**config.mk**
```make
export PLATFORM = sky130hd
export DESIGN_NAME = sha_fsm
export DESIGN_NICKNAME = d
export VERILOG_FILES = /design/src/rtl/sha_fsm_pkg.sv /design/src/rtl/sha_fsm.sv
export SDC_FILE = /design/constraint.sdc
export NUM_CORES = 1
export LEC_CHECK = 0
export BUFFER_PORTS_ARGS = -buffer_cell sky130_fd_sc_hd__clkbuf_2
export CAP_MARGIN = 20
export CORE_MARGIN = 2
export CORE_UTILIZATION = 50
export CTS_BUF_LIST = sky130_fd_sc_hd__clkbuf_8 sky130_fd_sc_hd__clkbuf_16
export DETAILED_ROUTE_END_ITERATION = 10
export HOLD_SLACK_MARGIN = 0.06
export PLACE_DENSITY = 0.8
export SYNTH_ARGS = -nofsm -noshare
export SYNTH_HDL_FRONTEND = slang
export SYNTH_SLANG_ARGS = --single-unit
```
**constraint.sdc**
```tcl
create_clock -name clk -period 1.8 [get_ports clk]
set_input_delay 0.18 -clock clk [delete_from_list [all_inputs] [get_ports clk]]
set_output_delay 0.18 -clock clk [all_outputs]
set_load 0.01 [all_outputs]
```
**src/rtl/sha_fsm_pkg.sv**
```systemverilog
// Shared definitions for the SHA accelerator control sequencer.
package sha_fsm_pkg;

    typedef enum logic [3:0] {
        StIdle,
        StRdArb,
        StRdSend,
        StRdWait,
        StHashWait,
        StWrArb,
        StWrSend,
        StWrWait,
        StComplete
    } state_t;

    // Bus command opcodes
    localparam logic [1:0] MEM_READ  = 2'b01;
    localparam logic [1:0] MEM_WRITE = 2'b10;

    // Bit positions within ack_in
    localparam int unsigned ACK_RD   = 0;
    localparam int unsigned ACK_HASH = 1;
    localparam int unsigned ACK_WR   = 2;

    // Header field LSB positions; each field is 2 bits wide, [1:0] is reserved zero
    localparam int unsigned HDR_OP_LSB   = 6;
    localparam int unsigned HDR_ID_LSB   = 4;
    localparam int unsigned HDR_CTRL_LSB = 2;

    function automatic logic [7:0] make_header(logic [1:0] op, logic [1:0] id, logic [1:0] ctrl);
        logic [7:0] hdr;
        hdr = '0;
        hdr[HDR_OP_LSB +: 2]   = op;
        hdr[HDR_ID_LSB +: 2]   = id;
        hdr[HDR_CTRL_LSB +: 2] = ctrl;
        return hdr;
    endfunction

endpackage

```
**src/rtl/sha_fsm.sv**
```systemverilog
// Sequencer for one SHA accelerator: request -> bus read -> hash -> write-back -> completion.
module sha_fsm
    import sha_fsm_pkg::*;
#(
    parameter int unsigned ADDRW    = 24,
    parameter logic [1:0]  ACCEL_ID = 2'b01
) (
    input  logic                 clk,
    input  logic                 rst_n,  // active-high despite the name
    input  logic                 req_valid,
    input  logic [2*ADDRW+1:0]   req_data,
    output logic                 ready_req_out,
    input  logic                 comq_ready_in,
    output logic [ADDRW-1:0]     compq_data_out,
    output logic                 valid_compq_out,
    output logic                 arb_req,
    input  logic                 arb_grant,
    input  logic [2:0]           ack_in,
    output logic [ADDRW+7:0]     data_out
);

    state_t           state_q, state_d;
    logic [ADDRW-1:0] src_q;
    logic [ADDRW-1:0] dest_q;
    logic [1:0]       ctrl_q;

    // Next-state logic; grant and acks only matter in the state that waits for them
    always_comb begin
        state_d = state_q;
        unique case (state_q)
            StIdle:     if (req_valid)        state_d = StRdArb;
            StRdArb:    if (arb_grant)        state_d = StRdSend;
            StRdSend:                         state_d = StRdWait;
            StRdWait:   if (ack_in[ACK_RD])   state_d = StHashWait;
            StHashWait: if (ack_in[ACK_HASH]) state_d = StWrArb;
            StWrArb:    if (arb_grant)        state_d = StWrSend;
            StWrSend:                         state_d = StWrWait;
            StWrWait:   if (ack_in[ACK_WR])   state_d = StComplete;
            StComplete: if (comq_ready_in)    state_d = StIdle;
            default:                          state_d = StIdle;
        endcase
    end

    // State, request latches and Moore outputs registered from the next state
    always_ff @(posedge clk) begin
        if (rst_n) begin
            state_q         <= StIdle;
            src_q           <= '0;
            dest_q          <= '0;
            ctrl_q          <= '0;
            ready_req_out   <= 1'b1;
            arb_req         <= 1'b0;
            valid_compq_out <= 1'b0;
            data_out        <= '0;
            compq_data_out  <= '0;
        end else begin
            state_q <= state_d;
            if (state_q == StIdle && req_valid) begin
                src_q  <= req_data[ADDRW-1:0];
                dest_q <= req_data[2*ADDRW-1:ADDRW];
                ctrl_q <= req_data[2*ADDRW+1:2*ADDRW];
            end
            ready_req_out   <= (state_d == StIdle);
            arb_req         <= (state_d inside {StRdArb, StRdSend, StWrArb, StWrSend});
            valid_compq_out <= (state_d == StComplete);
            // Latched fields are always settled before a SEND or COMPLETE state is entered
            data_out        <= '0;
            compq_data_out  <= '0;
            if (state_d == StRdSend) begin
                data_out <= {make_header(MEM_READ, ACCEL_ID, ctrl_q), src_q};
            end
            if (state_d == StWrSend) begin
                data_out <= {make_header(MEM_WRITE, ACCEL_ID, ctrl_q), dest_q};
            end
            if (state_d == StComplete) begin
                compq_data_out <= dest_q;
            end
        end
    end

endmodule

```
; Yosys cells after proc, flatten, opt, wreduce, memory -nomap -nowiden
; Index checks and enable logic that the tools add are counted.
[op_classes]
n_eq_ne = 13
n_mux = 10
bitwise_logic = 1
n_reduce_logical = 6
[ops]
columns = operator, n
row1 = case mux 4 bit (9 select lines), 1
row2 = two-way mux 32 bit, 1
row3 = two-way mux 31 bit, 1
row4 = two-way mux 4 bit, 7
row5 = == test 4 x 3 -> 1 bit (second input constant), 6
row6 = == test 4 x 2 -> 1 bit (second input constant), 3
row7 = == test 4 x 1 -> 1 bit (second input constant), 2
row8 = == test 4 bit (second input constant), 2
row9 = zero test 4 bit, 2
row10 = nonzero test 4 bit, 1
row11 = OR reduction 2 bit, 2
row12 = logical AND 1 bit, 1
row13 = NOT 1 bit, 1
[totals]
register_bits = 113
in_bits = 58
elab_cells = 40

; Depth between registers and ports, before layout
[logic_depth]
word_depth = 5
ltp_mapped = 7
mapped_depth_nobuf = 4

; Worst setup path before layout
; Ideal clock, no wire load.
[synth_path]
kind = reg-to-reg
start = register state_q[0]
end = register ready_req_out
setup_ps = 68
arrival_time_ps = 1356
required_time_ps = 1732
setup_slack_ps = 376
path_stages_with_launch = 8
n_path_buf = 3
synth_period_minus_slack_ps = 1424
path_cell_list = dfxtp_1 -> buf_2 -> and4bb_1 -> a22o_1 -> buf_4 -> nand2b_4 -> buf_6 -> o21bai_2
[synth_between]
elab_chain_cells = 3
word_cells_on_any_way = 18
classes_between = 8 x eq/ne / 8 x mux / 2 x reduce/logical
[synth_lines]
columns = element, line_no
row1 = from (decl), sha_fsm.sv:22  ; state_t state_q, state_d;
row2 = from (signal assigned), sha_fsm.sv:47  ; state_q <= StIdle;
row3 = from (signal assigned), sha_fsm.sv:57  ; state_q <= state_d;
row4 = "== test 4 bit, or another cell as far along", sha_fsm.sv:30  ; unique case (state_q)
row5 = case mux 4 bit (9 select lines) (*), sha_fsm.sv:30
row6 = zero test 4 bit (*), sha_fsm.sv:63  ; ready_req_out <= (state_d == StIdle);
row7 = to (signal assigned), sha_fsm.sv:63
row8 = to (decl), sha_fsm.sv:12  ; output logic ready_req_out,
; Every way passes the cells marked *; elsewhere a longest branch is shown, timed or not.
; A chain may end at the register's enable or synchronous reset.

; Final worst setup path
[layout_path]
start = register state_q[0]
end = register data_out[0]
[layout_between]
elab_chain_cells = 5
word_cells_on_any_way = 21
classes_between = 10 x eq/ne / 10 x mux / 1 x reduce/logical
[layout_lines]
columns = element, line_no
row1 = "== test 4 bit, or another cell as far along", sha_fsm.sv:30
row2 = case mux 4 bit (9 select lines) (*), sha_fsm.sv:30
row3 = == test 4 x 2 -> 1 bit, sha_fsm.sv:69  ; if (state_d == StRdSend) begin
row4 = two-way mux 31 bit, sha_fsm.sv:69
row5 = two-way mux 32 bit (*), sha_fsm.sv:72  ; if (state_d == StWrSend) begin
row6 = to (signal assigned), sha_fsm.sv:70  ; data_out <= {make_header(MEM_READ, ACCEL_ID, ctrl_q), src_q};
row7 = to (signal assigned), sha_fsm.sv:73  ; data_out <= {make_header(MEM_WRITE, ACCEL_ID, ctrl_q), dest_q};
row8 = to (decl), sha_fsm.sv:19  ; output logic [ADDRW+7:0] data_out
; Marked as above.

==> summary.md <==
| Metric | Value |
|---|---|
| Status | `completed` |
| TritonCTS clock tree | `done` |
| Initial core utilization | `about half` |
| HP Class | `input pin to flop` |
| R2R Path Start | `state_q[0]` |
| Post-Syn Area | `between 0.003 and 0.004 mm2` |
| Pre-Repair DR Iteration Count | `5` |
| Syn Inst Count | `425` |
| Pin count of the biggest net entering global routing | `34` |
| Vias | `3344` |
| Max FO, Critical Path | `25` |
| Yosys Warn Count | `0` |
| Pwr Total | `4.615 mW` |
| CP Launch Type | `flop` |
| Synth Area in XOR/XNOR | `0%` |
| Die Y | `91.05 um` |
| # port buffers | `~110` |
| Clk_lat worst skew | `roughly 0.37 ns` |
| Fin crit share | `roughly 90%` |
| Most common library cell in the layout ignoring fill and taps | `nand2_1` |
| Final count of hold timing violations | `0` |
| Setup Buffers After CTS | `0` |
| GRT overflow | `0` |
| Setup-failing EPs final | `0` |
| # DRC | `0` |
| Crit path from | `state_q[0]` |
| Die area | `0.008289 mm2` |
| Die span in x | `91.05 um` |
| CTS Root Buffer Type | `clkbuf_8` |
| Layout cells sized above 1 | `28.40%` |
| CP Capture Type | `flop` |
| Synth Area per Inst | `around 9 um2` |
| GPL Wtd Cong | `a little over 0.8` |
| VDD IR-drop max | `0.5543 mV` |
| DP Cell Count | `614` |
| Clock Sinks | `110` |
| Cell Count, Final, Fillers Out | `680` |
| Vias in the first global route | `~3200` |
| DRT antenna net count | `0` |
| Wirelength per Cell | `approximately 14 um` |
| Layout net count | `approximately 630` |
| Static Leak | `2.216 nW` |
| Layout filler cell count | `582` |
| Total Routing Usage GR | `23.12%` |
| Worst EP required | `approximately 2.1 ns` |
| Post-synthesis compound-gate area fraction | `13.18%` |
| Most frequent cells in the layout | `127 x nand2_1, 113 x clkbuf_2, 110 x dfxtp_1, 51 x a21oi_1, 50 x dlygate4sd3_1` |
| Row count | `31` |
| Post-synthesis sequential area ratio | `58.12%` |
| Fin util | `70.09%` |
| Core area | `0.007292 mm2` |
| RSZ-0062 raised after global routing | `no` |
| Crit path kind | `flop to flop` |
| Synthesized flop and latch total | `110` |
| Synth Area in Simple Gates | `a little under a quarter` |
| Setup TNS | `0 ns` |
| Hold Slack | `0.2054 ns` |
| Clk slew on worst S/H paths | `0.10 ns` |
| Mux share of post-synthesis cell area | `less than 1%` |
| Via/cell ratio | `slightly below 5` |
| CTS buffer count | `9` |
| Global-route wire length before repair | `15170 um` |
| Pwr dens | `903.0 mW/mm2` |
| Number of max-cap violations | `0` |
| IO Pins | `117` |
| Synth-to-layout area growth | `34.91%` |
| ANT cells | `0` |
| Minimum clock period | `1.577 ns` |
| FMAX | `roughly 630 MHz` |
| Worst EP arrival | `1.87 ns` |
| Synth Area in Adders | `0%` |
| Final Max Tran Viols | `0` |
| Clock skew | `0.01205 ns` |
| Hpwl dp | `between 5000 and 6000 um` |
| Drt total wl | `between 9000 and 10000 um` |
| Count of cell types in the netlist | `30` |
| Hold path startpoint | `arb_grant` |
| Drt initial violations | `143` |
| Clk buf depth | `2` |
| H-tree depth | `3` |
| Initial antenna violation count | `0` |
| Largest family of logic cells by synthesized area | `simple AND/OR/NAND/NOR gates` |
worst paths after layout:
| path | cells after the start | slack, ns | endpoint |
|---|---|---|---|
| max reg2reg | 4 | 0.22 | data_out[0] |
| min reg2reg | 2 | 0.46 | data_out[5] |
| max | 4 | 0.22 | data_out[0] |
| min | 4 | 0.21 | state_q[0] |
critical path, cell delays in order (launching register included):
cell	delay, ns
dfxtp_1	0.39
and3_1	0.23
a22oi_2	0.32
nand2b_4	0.32
o21ai_0	0.25
state kept, by name (all words and copies together) (netlist names):
| signal | flops |
|---|---|
| ready_req_out | 1 |
| dest_q | 24 |
| state_q | 4 |
| compq_data_out | 24 |
| data_out | 29 |
| valid_compq_out | 1 |
| ctrl_q | 2 |
| src_q | 24 |
| arb_req | 1 |
where the power goes:
part           total (mW)  internal [mW]  switching (mW)
registers            2.60           2.54          0.0628
logic               0.498          0.225           0.274
clock network        1.52          0.720           0.797
total                4.62           3.48            1.13
cells in the mapped netlist (all sizes together):
cell | number | share of area (%)
clkbuf | 18 | 1.8
mux2 | 2 | 0.59
mux2i | 1 | 0.26
nor2 | 6 | 0.73
nand2b | 1 | 0.36
dfxtp | 110 | 58
conb | 1 | 0.099
nor3b | 1 | 0.20
a211o | 1 | 0.23
nand4bb | 1 | 0.30
nor2b | 2 | 0.33
a31oi | 1 | 0.17
nor3 | 1 | 0.13
and4bb | 1 | 0.33
nand2 | 127 | 13
and2 | 27 | 4.5
a21oi | 51 | 6.7
o21ai | 25 | 5.2
a22o | 1 | 0.23
nand3 | 26 | 3.4
buf | 16 | 2.7
o21bai | 1 | 0.30
inv | 1 | 0.099
and3 | 2 | 0.33
a22oi | 1 | 0.33
stage by stage:
stage / area (um2) / setup slack, ns
global route: 5111 / 0.1263
global placement: 4395 / 0.1901
CTS: 5106 / 0.07394
finish: 5111 / 0.2229
detailed placement: 4395 / 0.1006
floorplan: 3796 / 0.3762
cell type report:
class	instances	area (um2)	share of cell area (%)
Clock buffer	11	151.4	2.962
Clock inverter	5	58.81	1.151
Inverter	1	3.754	0.07344
Multi-Input combinational cell	282	1438	28.13
Sequential cell	110	2202	43.08
Tap cell	99	123.9	2.424
Timing Repair Buffer	172	1134	22.18
cell families (layout without fill, tap and decap cells):
| logic type | after synthesis | after routing |
|---|---|---|
| and+or+nand+nor | 195 | 195 |
| DFF | 110 | 110 |
| AOI/OAI and AO/OA | 81 | 81 |
| buffers and inverters | 35 | 189 |
| muxes | 3 | 3 |
| other | 1 | 3 |
per-layer routing:
metal	share of wire [%]	vias up	GRT usage, %
met3	4.8	17	4.896
met5	0	-	0
met1	42	1539	26.91
li1	-	1670	-
met2	51	118	40.62
met4	2.2	0	10.61
timing repair:
action	in CTS	in global routing
hold endpoints to repair	50	0
resized for setup	0	1
hold buffers	50	0
endpoints found under the setup margin	0	24
(Power assumes the default switching activity.)
